<file path="src/rtl/wb_pwm_bank_if.sv">
// Wishbone slave bus bundle for wb_pwm_bank; signal names follow the user-project
// Wishbone port names so the wrapper can connect them one-to-one.
interface wb_pwm_bank_if;
    logic        wbs_stb_i;
    logic        wbs_cyc_i;
    logic        wbs_we_i;
    logic [3:0]  wbs_sel_i;
    logic [31:0] wbs_adr_i;
    logic [31:0] wbs_dat_i;
    logic        wbs_ack_o;
    logic [31:0] wbs_dat_o;

    modport master (
        output wbs_stb_i, wbs_cyc_i, wbs_we_i, wbs_sel_i, wbs_adr_i, wbs_dat_i,
        input  wbs_ack_o, wbs_dat_o
    );

    modport slave (
        input  wbs_stb_i, wbs_cyc_i, wbs_we_i, wbs_sel_i, wbs_adr_i, wbs_dat_i,
        output wbs_ack_o, wbs_dat_o
    );
endinterface

</file>
<file path="src/rtl/wb_pwm_bank.sv">
// Wishbone-slave PWM bank: shared period counter, per-channel duty/invert/oe, shadow
// registers loaded at period wrap. Define PWM_IRQ_EN to enable the wrap-flag interrupt.
module wb_pwm_bank #(
    parameter int unsigned CHANNELS  = 3,
    parameter int unsigned WIDTH     = 16,
    parameter logic [31:0] BASE_ADDR = 32'h3000_0000
) (
    input  logic                wb_clk_i,
    input  logic                wb_rst_i,
    wb_pwm_bank_if.slave        wbs,
    output logic [CHANNELS-1:0] pwm_o,
    output logic [CHANNELS-1:0] pwm_oeb,
    output logic                irq_o
);

    logic                ack_q;
    logic [31:0]         dat_q;
    logic                enable_q;
    logic                irq_en_q;
    logic [CHANNELS-1:0] invert_q;
    logic [CHANNELS-1:0] oe_q;
    logic [WIDTH-1:0]    cnt_q;
    logic [WIDTH-1:0]    period_sh_q;
    logic [WIDTH-1:0]    period_act_q;
    logic [WIDTH-1:0]    duty_sh_q  [CHANNELS];
    logic [WIDTH-1:0]    duty_act_q [CHANNELS];
    logic [15:0]         wrap_cnt_q;
    logic                irq_flag_q;

    logic                bus_sel;
    logic                bus_req;
    logic                wr_en;
    logic                wrap;
    logic [7:0]          offset;
    logic                hit_ctrl;
    logic                hit_period;
    logic                hit_status;
    logic [CHANNELS-1:0] hit_duty;
    logic [31:0]         ctrl_word;
    logic [31:0]         ctrl_new;
    logic [31:0]         period_new;
    logic [31:0]         duty_new [CHANNELS];
    logic [31:0]         rdata;

    function automatic logic [31:0] lane_merge(input logic [31:0] old_v,
                                               input logic [31:0] new_v,
                                               input logic [3:0]  be);
        logic [31:0] res;
        for (int b = 0; b < 4; b++) begin
            res[8*b +: 8] = be[b] ? new_v[8*b +: 8] : old_v[8*b +: 8];
        end
        return res;
    endfunction

    assign bus_sel   = wbs.wbs_stb_i & wbs.wbs_cyc_i &
                       (wbs.wbs_adr_i[31:8] == BASE_ADDR[31:8]);
    assign bus_req   = bus_sel & ~ack_q;
    assign wr_en     = bus_req & wbs.wbs_we_i;
    assign offset    = wbs.wbs_adr_i[7:0];
    assign wrap      = enable_q & (cnt_q == period_act_q);
    assign ctrl_word = {8'h00, 8'(oe_q), 8'(invert_q), 6'b0, irq_en_q, enable_q};

    always_comb begin
        hit_ctrl   = (offset == 8'h00);
        hit_period = (offset == 8'h04);
        hit_status = (offset == 8'h08);
        ctrl_new   = lane_merge(ctrl_word, wbs.wbs_dat_i, wbs.wbs_sel_i);
        period_new = lane_merge(32'(period_sh_q), wbs.wbs_dat_i, wbs.wbs_sel_i);
        rdata      = '0;
        if (hit_ctrl)   rdata = ctrl_word;
        if (hit_period) rdata = 32'(period_sh_q);
        if (hit_status) rdata = {wrap_cnt_q, 15'b0, irq_flag_q};
        for (int i = 0; i < CHANNELS; i++) begin
            hit_duty[i] = (offset == 8'(16 + 4 * i));
            duty_new[i] = lane_merge(32'(duty_sh_q[i]), wbs.wbs_dat_i, wbs.wbs_sel_i);
            if (hit_duty[i]) rdata = 32'(duty_sh_q[i]);
        end
    end

    always_ff @(posedge wb_clk_i) begin
        if (wb_rst_i) begin
            ack_q        <= 1'b0;
            dat_q        <= '0;
            enable_q     <= 1'b0;
            irq_en_q     <= 1'b0;
            invert_q     <= '0;
            oe_q         <= '0;
            cnt_q        <= '0;
            period_sh_q  <= '0;
            period_act_q <= '0;
            wrap_cnt_q   <= '0;
            pwm_o        <= '0;
            pwm_oeb      <= '1;
            for (int i = 0; i < CHANNELS; i++) begin
                duty_sh_q[i]  <= '0;
                duty_act_q[i] <= '0;
            end
        end else begin
            ack_q <= bus_req;
            dat_q <= bus_req ? rdata : '0;

            if (wr_en && hit_ctrl) begin
                enable_q <= ctrl_new[0];
                irq_en_q <= ctrl_new[1];
                invert_q <= ctrl_new[8 +: CHANNELS];
                oe_q     <= ctrl_new[16 +: CHANNELS];
            end
            if (wr_en && hit_period) period_sh_q <= period_new[WIDTH-1:0];
            for (int i = 0; i < CHANNELS; i++) begin
                if (wr_en && hit_duty[i]) duty_sh_q[i] <= duty_new[i][WIDTH-1:0];
            end

            // Active registers sample the shadows before this edge's bus write lands.
            if (!enable_q || wrap) begin
                cnt_q        <= '0;
                period_act_q <= period_sh_q;
                for (int i = 0; i < CHANNELS; i++) duty_act_q[i] <= duty_sh_q[i];
            end else begin
                cnt_q <= cnt_q + 1'b1;
            end
            if (wrap) wrap_cnt_q <= wrap_cnt_q + 16'd1;

            for (int i = 0; i < CHANNELS; i++) begin
                pwm_o[i] <= (enable_q & (cnt_q < duty_act_q[i])) ^ invert_q[i];
            end
            pwm_oeb <= ~oe_q;
        end
    end

`ifdef PWM_IRQ_EN
    // A wrap wins over a simultaneous write-1-clear so no wrap event is lost.
    always_ff @(posedge wb_clk_i) begin
        if (wb_rst_i) begin
            irq_flag_q <= 1'b0;
        end else if (wrap && irq_en_q) begin
            irq_flag_q <= 1'b1;
        end else if (wr_en && hit_status && wbs.wbs_sel_i[0] && wbs.wbs_dat_i[0]) begin
            irq_flag_q <= 1'b0;
        end
    end
`else
    assign irq_flag_q = 1'b0;
`endif

    assign irq_o         = irq_flag_q;
    assign wbs.wbs_ack_o = ack_q;
    assign wbs.wbs_dat_o = dat_q;

endmodule
</file>
<file path="src/flat_wrapper.sv">
// flat-port wrapper written by rule: the top's interface ports become plain ports
module wb_pwm_bank_flat 
#(
    parameter int unsigned CHANNELS  = 3,
    parameter int unsigned WIDTH     = 16,
    parameter logic [31:0] BASE_ADDR = 32'h3000_0000
)
  (wb_clk_i, wb_rst_i, pwm_o, pwm_oeb, irq_o, wbs_wbs_stb_i, wbs_wbs_cyc_i, wbs_wbs_we_i, wbs_wbs_sel_i, wbs_wbs_adr_i, wbs_wbs_dat_i, wbs_wbs_ack_o, wbs_wbs_dat_o);
  wb_pwm_bank_if wbs_i ();
  input  logic wb_clk_i;
  input  logic wb_rst_i;
  output logic [CHANNELS-1:0] pwm_o;
  output logic [CHANNELS-1:0] pwm_oeb;
  output logic irq_o;
  input wire logic [$bits(wbs_i.wbs_stb_i)-1:0] wbs_wbs_stb_i;
  input wire logic [$bits(wbs_i.wbs_cyc_i)-1:0] wbs_wbs_cyc_i;
  input wire logic [$bits(wbs_i.wbs_we_i)-1:0] wbs_wbs_we_i;
  input wire logic [$bits(wbs_i.wbs_sel_i)-1:0] wbs_wbs_sel_i;
  input wire logic [$bits(wbs_i.wbs_adr_i)-1:0] wbs_wbs_adr_i;
  input wire logic [$bits(wbs_i.wbs_dat_i)-1:0] wbs_wbs_dat_i;
  output wire logic [$bits(wbs_i.wbs_ack_o)-1:0] wbs_wbs_ack_o;
  output wire logic [$bits(wbs_i.wbs_dat_o)-1:0] wbs_wbs_dat_o;
  assign wbs_i.wbs_stb_i = wbs_wbs_stb_i;
  assign wbs_i.wbs_cyc_i = wbs_wbs_cyc_i;
  assign wbs_i.wbs_we_i = wbs_wbs_we_i;
  assign wbs_i.wbs_sel_i = wbs_wbs_sel_i;
  assign wbs_i.wbs_adr_i = wbs_wbs_adr_i;
  assign wbs_i.wbs_dat_i = wbs_wbs_dat_i;
  assign wbs_wbs_ack_o = wbs_i.wbs_ack_o;
  assign wbs_wbs_dat_o = wbs_i.wbs_dat_o;
  wb_pwm_bank #(.CHANNELS(CHANNELS), .WIDTH(WIDTH), .BASE_ADDR(BASE_ADDR)) u_core (.wb_clk_i(wb_clk_i), .wb_rst_i(wb_rst_i), .wbs(wbs_i), .pwm_o(pwm_o), .pwm_oeb(pwm_oeb), .irq_o(irq_o));
endmodule
</file>
<file path="config.mk">
export PLATFORM = sky130hd
export DESIGN_NAME = wb_pwm_bank_flat
export DESIGN_NICKNAME = d
export VERILOG_FILES = /design/src/rtl/wb_pwm_bank_if.sv /design/src/rtl/wb_pwm_bank.sv /design/src/flat_wrapper.sv
export SDC_FILE = /design/constraint.sdc
export NUM_CORES = 1
export LEC_CHECK = 0
export ABC_AREA = 1
export ABC_CLOCK_PERIOD_IN_PS = 2500
export CORE_UTILIZATION = 50
export CTS_CLUSTER_DIAMETER = 150
export CTS_CLUSTER_SIZE = 10
export DETAILED_ROUTE_END_ITERATION = 10
export DONT_BUFFER_PORTS = 1
export GPL_ROUTABILITY_DRIVEN = 0
export PLACE_DENSITY = 0.66
export SLEW_MARGIN = 15
export SYNTH_ARGS = -nofsm -noshare
export SYNTH_HDL_FRONTEND = slang
export SYNTH_SLANG_ARGS = --single-unit
</file>
<file path="constraint.sdc">
create_clock -name wb_clk_i -period 2.5 [get_ports wb_clk_i]
set_input_delay 0.125 -clock wb_clk_i [delete_from_list [all_inputs] [get_ports wb_clk_i]]
set_output_delay 0.125 -clock wb_clk_i [all_outputs]
set_load 0.01 [all_outputs]
</file>
-- After elaboration in Yosys (flattened, before gate mapping)
Memories as Yosys holds them, arrays and structs flattened.
Index checks and enable logic that the tools add are counted.
- $lt $le $gt $ge: 3
- bitwise operators: 20
- reductions and logical operators: 16
- eq/ne operators: 7
- multiplexer cells: 32
- $add $sub $neg: 2
- operators with widths (kind ; number):
    $mux 16 ; 9
    $lt 16x16->1 ; 3
    $mux 8 ; 6
    $mux 19 ; 2
    $add 16x1->16 const B ; 2
    $mux 32 ; 1
    $eq 24x22->1 const B ; 1
    $eq 8x5->1 const B ; 3
    $eq 16x16->1 ; 1
    $mux 1 ; 14
    $reduce_and 2->1 ; 5
    $and 1x1->1 ; 8
    $eq 8x3->1 const B ; 1
    $eq 8x4->1 const B ; 1
    $logic_not 8->1 ; 1
    $or 1x1->1 ; 6
    $logic_and 1x1->1 ; 5
    $reduce_or 5->1 ; 1
    $reduce_or 2->1 ; 2
    $not 3->3 ; 1
    $xor 1x1->1 ; 3
    $not 1->1 ; 2
    $logic_not 1->1 ; 1
    $logic_or 1x1->1 ; 1
- memories kept: 2
- input bits: 73
- bits in registers: 111
- word-level logic and storage cells: 96
- memory bits (writable): 96
- memory list (name ; words ; bits a word ; rd ports ; clocked after memory_dff ; write ports ; RTL line ; RTL):
    u_core.duty_act_q ; 3 ; 16 ; 3 ; 0 ; 3 ; wb_pwm_bank.sv:26 ; logic [WIDTH-1:0] duty_act_q [CHANNELS];
    u_core.duty_sh_q ; 3 ; 16 ; 3 ; 0 ; 3 ; wb_pwm_bank.sv:25 ; logic [WIDTH-1:0] duty_sh_q [CHANNELS];

-- Depth between registers and ports, before layout
Gate-level depths: netlist of the first run.
- depth in word-level cells: 9
- depth in mapped cells: 13

-- Worst setup path before layout of the first run
OpenSTA, ideal clock, no wires.
- kind: register to register
- start: register u_core.cnt_q[7]
- end: memory u_core.duty_act_q[0][0] (enable)
- stages on the path, launching flop included: 9
- clock period less this slack: 2.270 ns
- arrival time: 1.884 ns
- setup slack: 0.230 ns
- path through: dfxtp_1 > buf_6 > xor2_1 > nor2_1 > nand2_1 > nor2_4 > nand2_4 > nand3_2 > buf_2
- RTL lines (what ; RTL line ; RTL):
    start, declared ; wb_pwm_bank.sv:22 ; logic [WIDTH-1:0] cnt_q;
    start signal, assigned ; wb_pwm_bank.sv:119 ; cnt_q <= cnt_q + 1'b1;
    end, declared ; wb_pwm_bank.sv:26 ;

==> impl_metrics.py, run 1 <==
metrics = {
    "floorplan": {
        "dieWidth_um": 143,
        "die_y_um": 143,
        "rows": 51,
        "ios": 113,
        "initial_utilization_pct": 51.1,
        "die_area_um2": 20500,
        "core_area_um2": 19500,
    },
    "yosys": {
        "synth_edf_count": 96,
        "synth_area_per_cell_um2": 8.56,
        "netlist_instances": 1162,
        "yosys.area.top_type": "edfxtp_1",
        "synthFlopType": "dfxtp_1",
        "syn_area_um2": 9950,
        "yosys-top-cells-count": "227 x nand2_1, 190 x inv_1, 171 x nor2_1",
        "synth_seq_cells": 207,
        "yosysMostFrequentCell": "nand2_1",
        "ys_top_cells_by_area": "edfxtp_1 29%, dfxtp_1 22%, nand2_1 8.6%, inv_1 7.2%, nor2_1 6.5%",
        "synth.distinct_cells": 36,
        "synth_nets": 1282,
        "yosysSeqAreaShare_pct": 51.3,
        "ys_warn_count": 0,
        "synth_top_area_share_pct": 29.0,
        "async_flop_share_pct": 0,
    },
    "critical_path": {
        "critPathKind": "register to register",
        "crit_path_start_kind": "register",
        "cp-end-kind": "register",
        "r2r_slack_ns": 0.26,
        "cp_data_required_time_ns": 2.62,
        "cp_max_fo": 8,
        "cp.arrival_ns": 2.36,
    },
    "global_routing": {
        "antenna_found_initial": 0,
        "grt_overflow": 0,
        "grt_pass1_vias": 7294,
        "grt_max_degree": 52,
        "grt_pass1_wl_um": 36700,
        "grt_use_total_pct": 23.2,
    },
    "clocking": {
        "clock-sinks": 207,
        "clock-root-buffer": "clkbuf_16",
        "cts_setup_buffers": 0,
        "cts_buffer_depth": 3,
        "h-tree-depth": 1,
        "cts_made_buffers": 24,
        "cts_tree": "built",
        "clk_latency_ns": 0.50,
        "clk_pin_slew_ns": 0.05,
    },
    "sta": {
        "layout_setup_ws_ns": 0.263,
        "fin_setup_tns_ns": 0,
        "hold_viol": 0,
        "period_needed_ns": 2.24,
        "tightestPinTransition_ns": 1.06,
        "skew_ns": 0.00725,
        "drv_slew": 0,
        "fmax_ghz": 0.447,
        "rsz0062_at_grt": "no",
        "min_period_over_period_pct": 89.5,
        "slew_headroom_pct": 29.4,
        "setup_viol": 0,
    },
    "detailed_routing": {
        "drt-initial-drc-count": 626,
        "vias_per_cell": 4.99,
        "route.antenna.remaining_nets": 0,
        "post_drt_wl_per_cell_um": 15.1,
        "route.detailed.drc": 0,
        "vias": 7483,
        "dr.pass1.iters": 6,
        "wirelength_um": 22700,
    },
    "placement": {
        "numPlacedInstances": 1428,
        "hpwlAfterDp_um": 16300,
        "numPortBuffers": 0,
        "post-place-ws_ns": 0.284,
        "place_area_um2": 10300,
    },
    "cells_and_area": {
        "fillerInstances": 1726,
        "final_util_pct": 58.3,
        "antenna_cells": 0,
        "design_area_um2": 11300,
        "register_area_um2": 5100,
        "layout-drive-gt1-share_pct": 10.6,
        "fin_cells": 1501,
        "multiInputGateArea_um2": 3930,
        "area_delta_synth_final_pct": 14.0,
        "nNetsFinal": 1340,
    },
    "power": {
        "p_comb_share_pct": 3.9,
        "p_sw_uw": 1480,
        "pwr-share-seq_pct": 51.8,
        "ir_drop_mv": 0.474,
        "p_per_area_nw_per_um2": 621,
        "leakage_uw": 0.00516,
        "p_clk_share_pct": 44.3,
        "p_int_uw": 5560,
        "p_sw_share_pct": 21.1,
    },
    "run": {
        "drv_cap": 0,
    },
    "outcome": {
        "status": "finished, final reports clean",
    },
    "min_path": {
        "hp-class": "input pin to register",
    },
}
## critical path, stage by stage (launching register included)
cell,delay (ns)
dfxtp_1,0.40
nor3_2,0.07
nand4_2,0.15
buf_4,0.15
nor3_4,0.04
nand2_1,0.15
nand2_4,0.06
buf_4,0.15
a21oi_1,0.71
## cell type report
| class | instances | area share (%) |
|---|---|---|
| sequential | 207 | 45.0 |
| clock buffer | 41 | 6.04 |
| inverter | 193 | 6.38 |
| tap | 265 | 2.92 |
| multi-input combinational | 730 | 34.6 |
| timing repair buffer | 64 | 5.03 |
| clock inverter | 1 | 0.0441 |
## layer usage
layer / up-vias / GRT usage (%) / wire length, um
met4: 0 / 6.96 / 506
li1: 3796 / - / -
met2: 243 / 39.4 / 10700
met1: 3403 / 29.7 / 9950
met5: - / 0 / 0
met3: 41 / 4.73 / 1530
## final timing paths
| check | from | to | depth (start not counted) |
|---|---|---|---|
| hold / removal | wbs_wbs_adr_i[5] | u_core.wbs.wbs_dat_o[14] | 6 |
| setup / recovery | u_core.wbs.wbs_ack_o | u_core.duty_sh_q[0][45] | 8 |
| hold reg to reg | u_core.oe_q[2] | u_core.pwm_oeb[2] | 1 |
| setup reg to reg | u_core.wbs.wbs_ack_o | u_core.duty_sh_q[0][45] | 8 |
## power by group through the flow
| stage | Clock (uW) | Sequential [uW] | Combinational, uW |
|---|---|---|---|
| floorplan | 0 | 3710 | 182 |
| global placement | 0 | 3720 | 223 |
| detailed placement | 0 | 3720 | 228 |
| CTS | 3170 | 3650 | 274 |
| global route | 3300 | 3660 | 308 |
| finish | 3120 | 3650 | 274 |
## state kept, by name, summed over array words and instances, names as in the netlist
signal                flops
u_core.cnt_q             16
u_core.invert_q           3
u_core.irq_en_q           1
u_core.wbs.wbs_dat_o     32
u_core.pwm_oeb            3
u_core.oe_q               3
u_core.duty_sh_q         48
u_core.wbs.wbs_ack_o      1
u_core.enable_q           1
u_core.period_act_q      16
u_core.pwm_o              3
u_core.period_sh_q       16
u_core.duty_act_q        48
u_core.wrap_cnt_q        16
## kinds of logic after synthesis
kind of cell | count (synthesis) | share of synthesized area [%]
buf+inv | 225 | 9.24
fa+ha+maj | 47 | 5.91
xor+xnor | 38 | 3.35
other cells | 1 | 0.0377
compound gates | 92 | 4.97
flops | 207 | 51.3
simple gates | 552 | 25.2
## cells in the final DEF, fill, tap and decap left out, types with 14 or more instances in the layout
cell / count
inv_1: 190
nand3_1: 42
nand4_1: 17
nor2_2: 41
nor3_1: 21
clkbuf_1: 16
buf_4: 32
dfxtp_1: 111
nand2_1: 227
ha_1: 47
a21oi_1: 46
clkbuf_16: 25
o22ai_1: 14
dlygate4sd3_1: 31
o21ai_0: 26
xor2_1: 36
edfxtp_1: 96
nor2_1: 171
## timing repair
item | 4_1_cts | 5_1_grt
endpoints found under the hold margin | 105 | 0
hold buffers | 31 | 0
gates resized for setup | 0 | 0
## through the flow
stage               total power, uW  hold slack [ns]
floorplan                      3890            0.260
global placement               3940            0.201
detailed placement             3950            0.202
CTS                            7100           0.0623
global route                   7270            0.120
finish                         7040           0.0833
No activity file was read; power rests on OpenSTA's default activity.
==> run 2: changes to the inputs <==
--- a/config.mk
+++ b/config.mk
@@ -5,7 +5,6 @@
 export SDC_FILE = /design/constraint.sdc
 export NUM_CORES = 1
 export LEC_CHECK = 0
-export ABC_AREA = 1
 export ABC_CLOCK_PERIOD_IN_PS = 2500
 export CORE_UTILIZATION = 50
 export CTS_CLUSTER_DIAMETER = 150
@@ -13,7 +12,6 @@
 export DETAILED_ROUTE_END_ITERATION = 10
 export DONT_BUFFER_PORTS = 1
 export GPL_ROUTABILITY_DRIVEN = 0
-export PLACE_DENSITY = 0.66
 export SLEW_MARGIN = 15
 export SYNTH_ARGS = -nofsm -noshare
 export SYNTH_HDL_FRONTEND = slang
==> run 2 against run 1 <==
  * The flow now finishes with violations (DRC)
  * Sequential cell count stayed put
  * Fmax fell by 4.7%
  * Sequential share of layout area increased by 2.0 points
  * Setup slack worse by 0.11 ns
  * Via count fell by 13%
  * Critical path depth unchanged
  * Die area shrank 5.5%
  * Count of clock-buffer cells in the layout stayed put
  * Wire length down 5.9%
  * Combinational power is 15% lower
  * Synthesized area decreased by 5.5%
  * Critical path type unchanged
  * Critical endpoint is now u_core.period_act_q[7]
  * Largest cell class unchanged
  * Highest routed layer unchanged
==> impl_metrics.py, run 2 <==
metrics = {
    "run": {
        "drv_cap": 0,
    },
    "cells_and_area": {
        "area_delta_synth_final_pct": 15.5,
        "mostFrequentLayoutCells": "110 x dfxtp_1, 96 x edfxtp_1, 77 x and2_1",
        "fin_cells": 1161,
        "nNetsFinal": 1036,
        "antenna_cells": 0,
        "final_common_cell": "dfxtp_1",
        "layout-drive-gt1-share_pct": 9.01,
    },
    "global_routing": {
        "antenna_found_initial": 0,
        "grt_pass1_vias": 6404,
        "grt_pass1_wl_um": 34000,
        "grt_max_degree": 87,
        "grt_use_total_pct": 22.5,
        "grt_overflow": 0,
    },
    "yosys": {
        "yosysMostFrequentCell": "dfxtp_1",
        "yosysSeqAreaShare_pct": 54.3,
        "async_flop_share_pct": 0,
        "synthFlopType": "dfxtp_1",
        "synth_area_per_cell_um2": 10.9,
        "synth.distinct_cells": 52,
        "ys_top_cells_by_area": "edfxtp_1 31%, dfxtp_1 24%, ha_1 6.3%, and2_1 5.1%, nand2b_1 3.5%",
        "netlist_instances": 862,
        "syn_area_um2": 9400,
        "yosys.area.top_type": "edfxtp_1",
        "synth_seq_cells": 207,
        "ys_warn_count": 0,
        "synth_top_area_share_pct": 30.7,
        "yosys-top-cells-count": "111 x dfxtp_1, 96 x edfxtp_1, 77 x and2_1",
        "synth_nets": 982,
        "synth_edf_count": 96,
    },
    "outcome": {
        "failed_checks": "DRC",
        "status": "finished, violations left",
    },
    "sta": {
        "setup_viol": 0,
        "slew_headroom_pct": 45.8,
        "tightestPinTransition_ns": 0.810,
        "fmax_ghz": 0.426,
        "rsz0062_at_grt": "no",
        "hold_viol": 0,
        "period_needed_ns": 2.35,
        "min_period_over_period_pct": 93.9,
        "fin_setup_tns_ns": 0,
        "skew_ns": 0.00953,
        "drv_slew": 0,
    },
    "critical_path": {
        "path_buf_inv": 3,
        "worst_path_most_repeated_cell": "buf_4",
        "cp_max_fo": 26,
        "cp.arrival_ns": 2.74,
        "path_cells": "xor2_1 -> nor4_1 -> nand4_1 -> buf_4 -> buf_4 -> nand3_1 -> a21oi_1 -> dlygate4sd3_1",
        "slowest_stage": "dlygate4sd3_1",
        "cp_data_required_time_ns": 2.89,
        "critical_path_depth": 8,
        "crit_path_max_incr_delay_ns": 0.56,
        "critPathKind": "register to register",
        "crit_path_start_kind": "register",
        "r2r.worst_path.cells": 8,
        "path_delay_family": "buffers and inverters",
        "cp-end-kind": "register",
    },
    "placement": {
        "numPlacedInstances": 1089,
        "hpwlAfterDp_um": 15800,
        "numPortBuffers": 0,
    },
    "clocking": {
        "clk_latency_ns": 0.51,
        "h-tree-depth": 1,
        "cts_buffer_depth": 3,
        "clock-root-buffer": "clkbuf_16",
        "clk_pin_slew_ns": 0.06,
        "cts_setup_buffers": 0,
        "cts_made_buffers": 24,
        "cts_tree": "built",
        "clock-sinks": 207,
    },
    "floorplan": {
        "die_area_um2": 19300,
        "initial_utilization_pct": 51.6,
        "die_y_um": 139,
        "ios": 113,
        "dieWidth_um": 139,
        "core_area_um2": 18200,
        "rows": 49,
    },
    "detailed_routing": {
        "route.antenna.remaining_nets": 0,
        "post_drt_wl_per_cell_um": 18.4,
        "vias": 6544,
        "vias_per_cell": 5.64,
        "drt-initial-drc-count": 441,
        "route.detailed.drc": 2,
        "dr.pass1.iters": 8,
        "wirelength_um": 21400,
    },
    "power": {
        "p_per_area_nw_per_um2": 644,
        "leakage_uw": 0.00426,
        "ir_drop_mv": 0.438,
    },
    "min_path": {
        "hold_depth": 3,
        "hp-class": "input pin to register",
    },
}
-- run 2: final timing paths --
kind | end | startpoint | slack [ns]
max | u_core.period_act_q[7] | u_core.cnt_q[8] | 0.15
min reg2reg | u_core.pwm_oeb[0] | u_core.oe_q[0] | 0.44
min | u_core.duty_sh_q[0][41] | wbs_wbs_sel_i[1] | 0.06
max reg2reg | u_core.period_act_q[7] | u_core.cnt_q[8] | 0.15
-- run 2: layout make-up --
class | instances | area, um2
clock buffers | 41 | 686
clock inverters | 1 | 5.00
fillers | 1501 | 7350
inverters | 49 | 184
multi-input cells | 564 | 3930
flip-flops and latches | 207 | 5110
well taps | 229 | 287
repair buffers | 70 | 656
-- run 2: logic make-up (layout without fill, tap and decap cells) --
logic type                 Yosys count  in the layout  share of synthesized area [%]
and+or+nand+nor                    335            335                           20.8
DFF                                207            207                           54.3
muxes                               32             32                           3.46
other                                1              1                         0.0399
AOI/OAI and AO/OA                  118            118                           8.39
xor gates and xnor gates            31             31                           2.89
buffers and inverters               91            161                           3.87
adders and majority gates           47             47                           6.26
-- run 2: metrics by stage --
| step | utilization, % | area [um2] | setup slack [ns] | hold WS [ns] | total power, uW |
|---|---|---|---|---|---|
| 4_1_cts | 59.6 | 10900 | 0.123 | 0.0495 | 7060 |
| 3_5_place_dp | 54.1 | 9850 | 0.130 | 0.218 | 3910 |
| 5_1_grt | 59.6 | 10900 | 0.0164 | 0.0766 | 7230 |
| 6_report | 59.6 | 10900 | 0.153 | 0.0631 | 7000 |
| 3_3_place_gp | 54.1 | 9850 | 0.169 | 0.213 | 3900 |
| 2_1_floorplan | - | 9400 | 0.109 | 0.280 | 3870 |
-- run 2: metal layers --
metal	part of all wire (%)	wire, um	track usage (%)	up-vias
li1	-	-	-	3192
met1	48	10300	32.4	3105
met2	44	9470	35.3	220
met3	5.6	1200	3.66	27
met4	1.7	358	6.14	0
met5	0	0	0	-
-- run 2: timing repair --
item	in CTS	in global routing
setup endpoints to repair	0	1
gates resized for setup	0	1
hold buffers	30	0
endpoints found under the hold margin	112	0
-- run 2: power breakdown --
part	leakage (uW)	switching (uW)	internal (uW)	total, uW
Combinational	0.00202	122	112	234
Clock	0.000331	1260	1840	3100
Sequential	0.00191	36.1	3620	3660
Total	0.00426	1420	5580	7000
-- run 2: worst register-to-register path, delay by kind of cell, from the launching register on --
family                    cells  cell delay (ns)
AOI/OAI and AO/OA             1             0.06
xor gates and xnor gates      1             0.16
buffers and inverters         3             1.01
and+or+nand+nor               3             0.67
DFF                           1             0.33
==> run 3: changes to the inputs <==
--- a/config.mk
+++ b/config.mk
@@ -5,8 +5,9 @@
 export SDC_FILE = /design/constraint.sdc
 export NUM_CORES = 1
 export LEC_CHECK = 0
+export ABC_AREA = 1
 export ABC_CLOCK_PERIOD_IN_PS = 2500
-export CORE_UTILIZATION = 50
+export CORE_UTILIZATION = 25
 export CTS_CLUSTER_DIAMETER = 150
 export CTS_CLUSTER_SIZE = 10
 export DETAILED_ROUTE_END_ITERATION = 10
==> run 3 against run 2 <==
  * The run now ends clean
  * Critical endpoint is now u_core.duty_sh_q[0][38]
  * Largest cell class unchanged
  * Total power increased by 1.2%
  * Highest routed layer unchanged
  * Setup slack better by 0.064 ns
  * Global-route usage fell by 10 points
  * Critical path depth is 1 lower
  * Clock power grew 2%
  * Register-to-register slack better by 0.06 ns
==> impl_metrics.py, run 3 (synthesized netlist as in run 1, its figures left out) <==
metrics = {
    "outcome": {
        "status": "finished, final reports clean",
    },
    "power": {
        "p_sw_uw": 1570,
        "leakage_uw": 0.00514,
        "ir_drop_mv": 0.430,
        "p_per_area_nw_per_um2": 608,
        "p_clk_share_pct": 44.6,
        "p_comb_share_pct": 3.9,
        "p_int_uw": 5510,
        "p_sw_share_pct": 22.2,
        "pwr-share-seq_pct": 51.5,
    },
    "global_routing": {
        "grt_pass1_vias": 7341,
        "antenna_found_initial": 0,
        "grt_overflow": 0,
        "grt_use_total_pct": 12.4,
        "grt_max_degree": 52,
        "grt_pass1_wl_um": 39600,
    },
    "clocking": {
        "cts_buffer_depth": 3,
        "clock-sinks": 207,
        "cts_tree": "built",
        "clock-root-buffer": "clkbuf_16",
        "clk_latency_ns": 0.53,
        "clk_pin_slew_ns": 0.06,
        "h-tree-depth": 1,
        "cts_made_buffers": 24,
        "cts_setup_buffers": 0,
    },
    "critical_path": {
        "cp.arrival_ns": 2.42,
        "cp_max_fo": 8,
        "cp-end-kind": "register",
        "cp_data_required_time_ns": 2.64,
        "critPathKind": "register to register",
        "crit_path_start_kind": "register",
    },
    "sta": {
        "hold_viol": 0,
        "tightestPinTransition_ns": 1.11,
        "min_period_over_period_pct": 91.3,
        "drv_slew": 0,
        "fin_setup_tns_ns": 0,
        "skew_ns": 0.0170,
        "slew_headroom_pct": 25.8,
        "rsz0062_at_grt": "no",
        "period_needed_ns": 2.28,
        "setup_viol": 0,
        "layout_setup_ws_ns": 0.217,
        "fmax_ghz": 0.438,
    },
    "min_path": {
        "hp-class": "input pin to register",
    },
    "cells_and_area": {
        "final_util_pct": 29.9,
        "nNetsFinal": 1338,
        "layout-drive-gt1-share_pct": 10.4,
        "antenna_cells": 0,
        "mostFrequentLayoutCells": "227 x nand2_1, 190 x inv_1, 171 x nor2_1",
        "area_delta_synth_final_pct": 17.1,
        "final_common_cell": "nand2_1",
    },
    "floorplan": {
        "die_y_um": 201,
        "ios": 113,
        "dieWidth_um": 201,
        "die_area_um2": 40600,
        "core_area_um2": 38900,
        "rows": 72,
        "initial_utilization_pct": 25.6,
    },
    "detailed_routing": {
        "vias_per_cell": 4.26,
        "dr.pass1.iters": 5,
        "drt-initial-drc-count": 414,
        "post_drt_wl_per_cell_um": 14.3,
        "vias": 7473,
        "route.detailed.drc": 0,
        "wirelength_um": 25100,
        "route.antenna.remaining_nets": 0,
    },
    "placement": {
        "numPortBuffers": 0,
        "post-place-ws_ns": 0.209,
        "hpwlAfterDp_um": 18300,
    },
    "run": {
        "drv_cap": 0,
    },
}
-- run 3: cell types whose count changed in the layout (fill, tap and decap cells not counted), sizes merged, moves of 28 or more --
cell	before	now
and2	77	0
inv	49	192
mux2i	28	0
nand2	46	236
nand2b	52	0
nor2	36	216
-- run 3: layer usage --
layer	wire (um)	up-vias	track usage, %
li1	-	3799	-
met2	12500	194	22.1
met1	10600	3441	14.9
met3	1370	39	1.99
met5	0	-	0
met4	662	0	4.79
-- run 3: final timing paths --
path,depth (start not counted),to,slack [ns],from
worst max-delay path,7,u_core.duty_sh_q[0][38],0.22,u_core.wbs.wbs_ack_o
worst min-delay path,6,u_core.wbs.wbs_dat_o[14],0.05,wbs_wbs_adr_i[3]
worst max register to register,7,u_core.duty_sh_q[0][38],0.22,u_core.wbs.wbs_ack_o
worst min register to register,1,u_core.pwm_oeb[1],0.41,u_core.oe_q[1]
-- run 3: timing repair --
action | in CTS | in global routing
hold buffers | 32 | 0
resized for setup | 0 | 0
endpoints found under the setup margin | 0 | 0
endpoints found under the hold margin | 106 | 0
-- run 3: through the flow --
step           std cells  area, um2  hold WS (ns)  power (uW)
6_report            1753      11600        0.0549        7080
5_1_grt             1753      11600        0.0778        7340
4_1_cts             1753      11600        0.0366        7170
3_5_place_dp        1678      10600         0.200        3950
3_3_place_gp        1678      10600         0.199        3940
2_1_floorplan       1162       9950         0.260        3890
-- run 3: layout make-up --
| class | count | area, um2 |
|---|---|---|
| Fill cell | 4126 | 27300 |
| Sequential cell | 207 | 5100 |
| Multi-Input combinational cell | 730 | 3930 |
| Inverter | 193 | 724 |
| Clock buffer | 41 | 664 |
| Tap cell | 518 | 648 |
| Timing Repair Buffer | 62 | 558 |
| Clock inverter | 2 | 21.3 |
-- run 3: power groups by stage --
stage          logic [uW]  clock network (uW)  registers, uW
3_5_place_dp          229                   0           3720
4_1_cts               280                3250           3640
6_report              279                3160           3650
5_1_grt               312                3370           3650
2_1_floorplan         182                   0           3710
3_3_place_gp          224                   0           3710
-- run 3: worst max-delay path: stages, from the launching register on --
cell	delay, ns
dfxtp_1	0.35
nor3_2	0.13
nand4_2	0.24
nor2_8	0.14
nand3_1	0.07
nand2_1	0.06
inv_1	0.05
a21oi_1	0.84
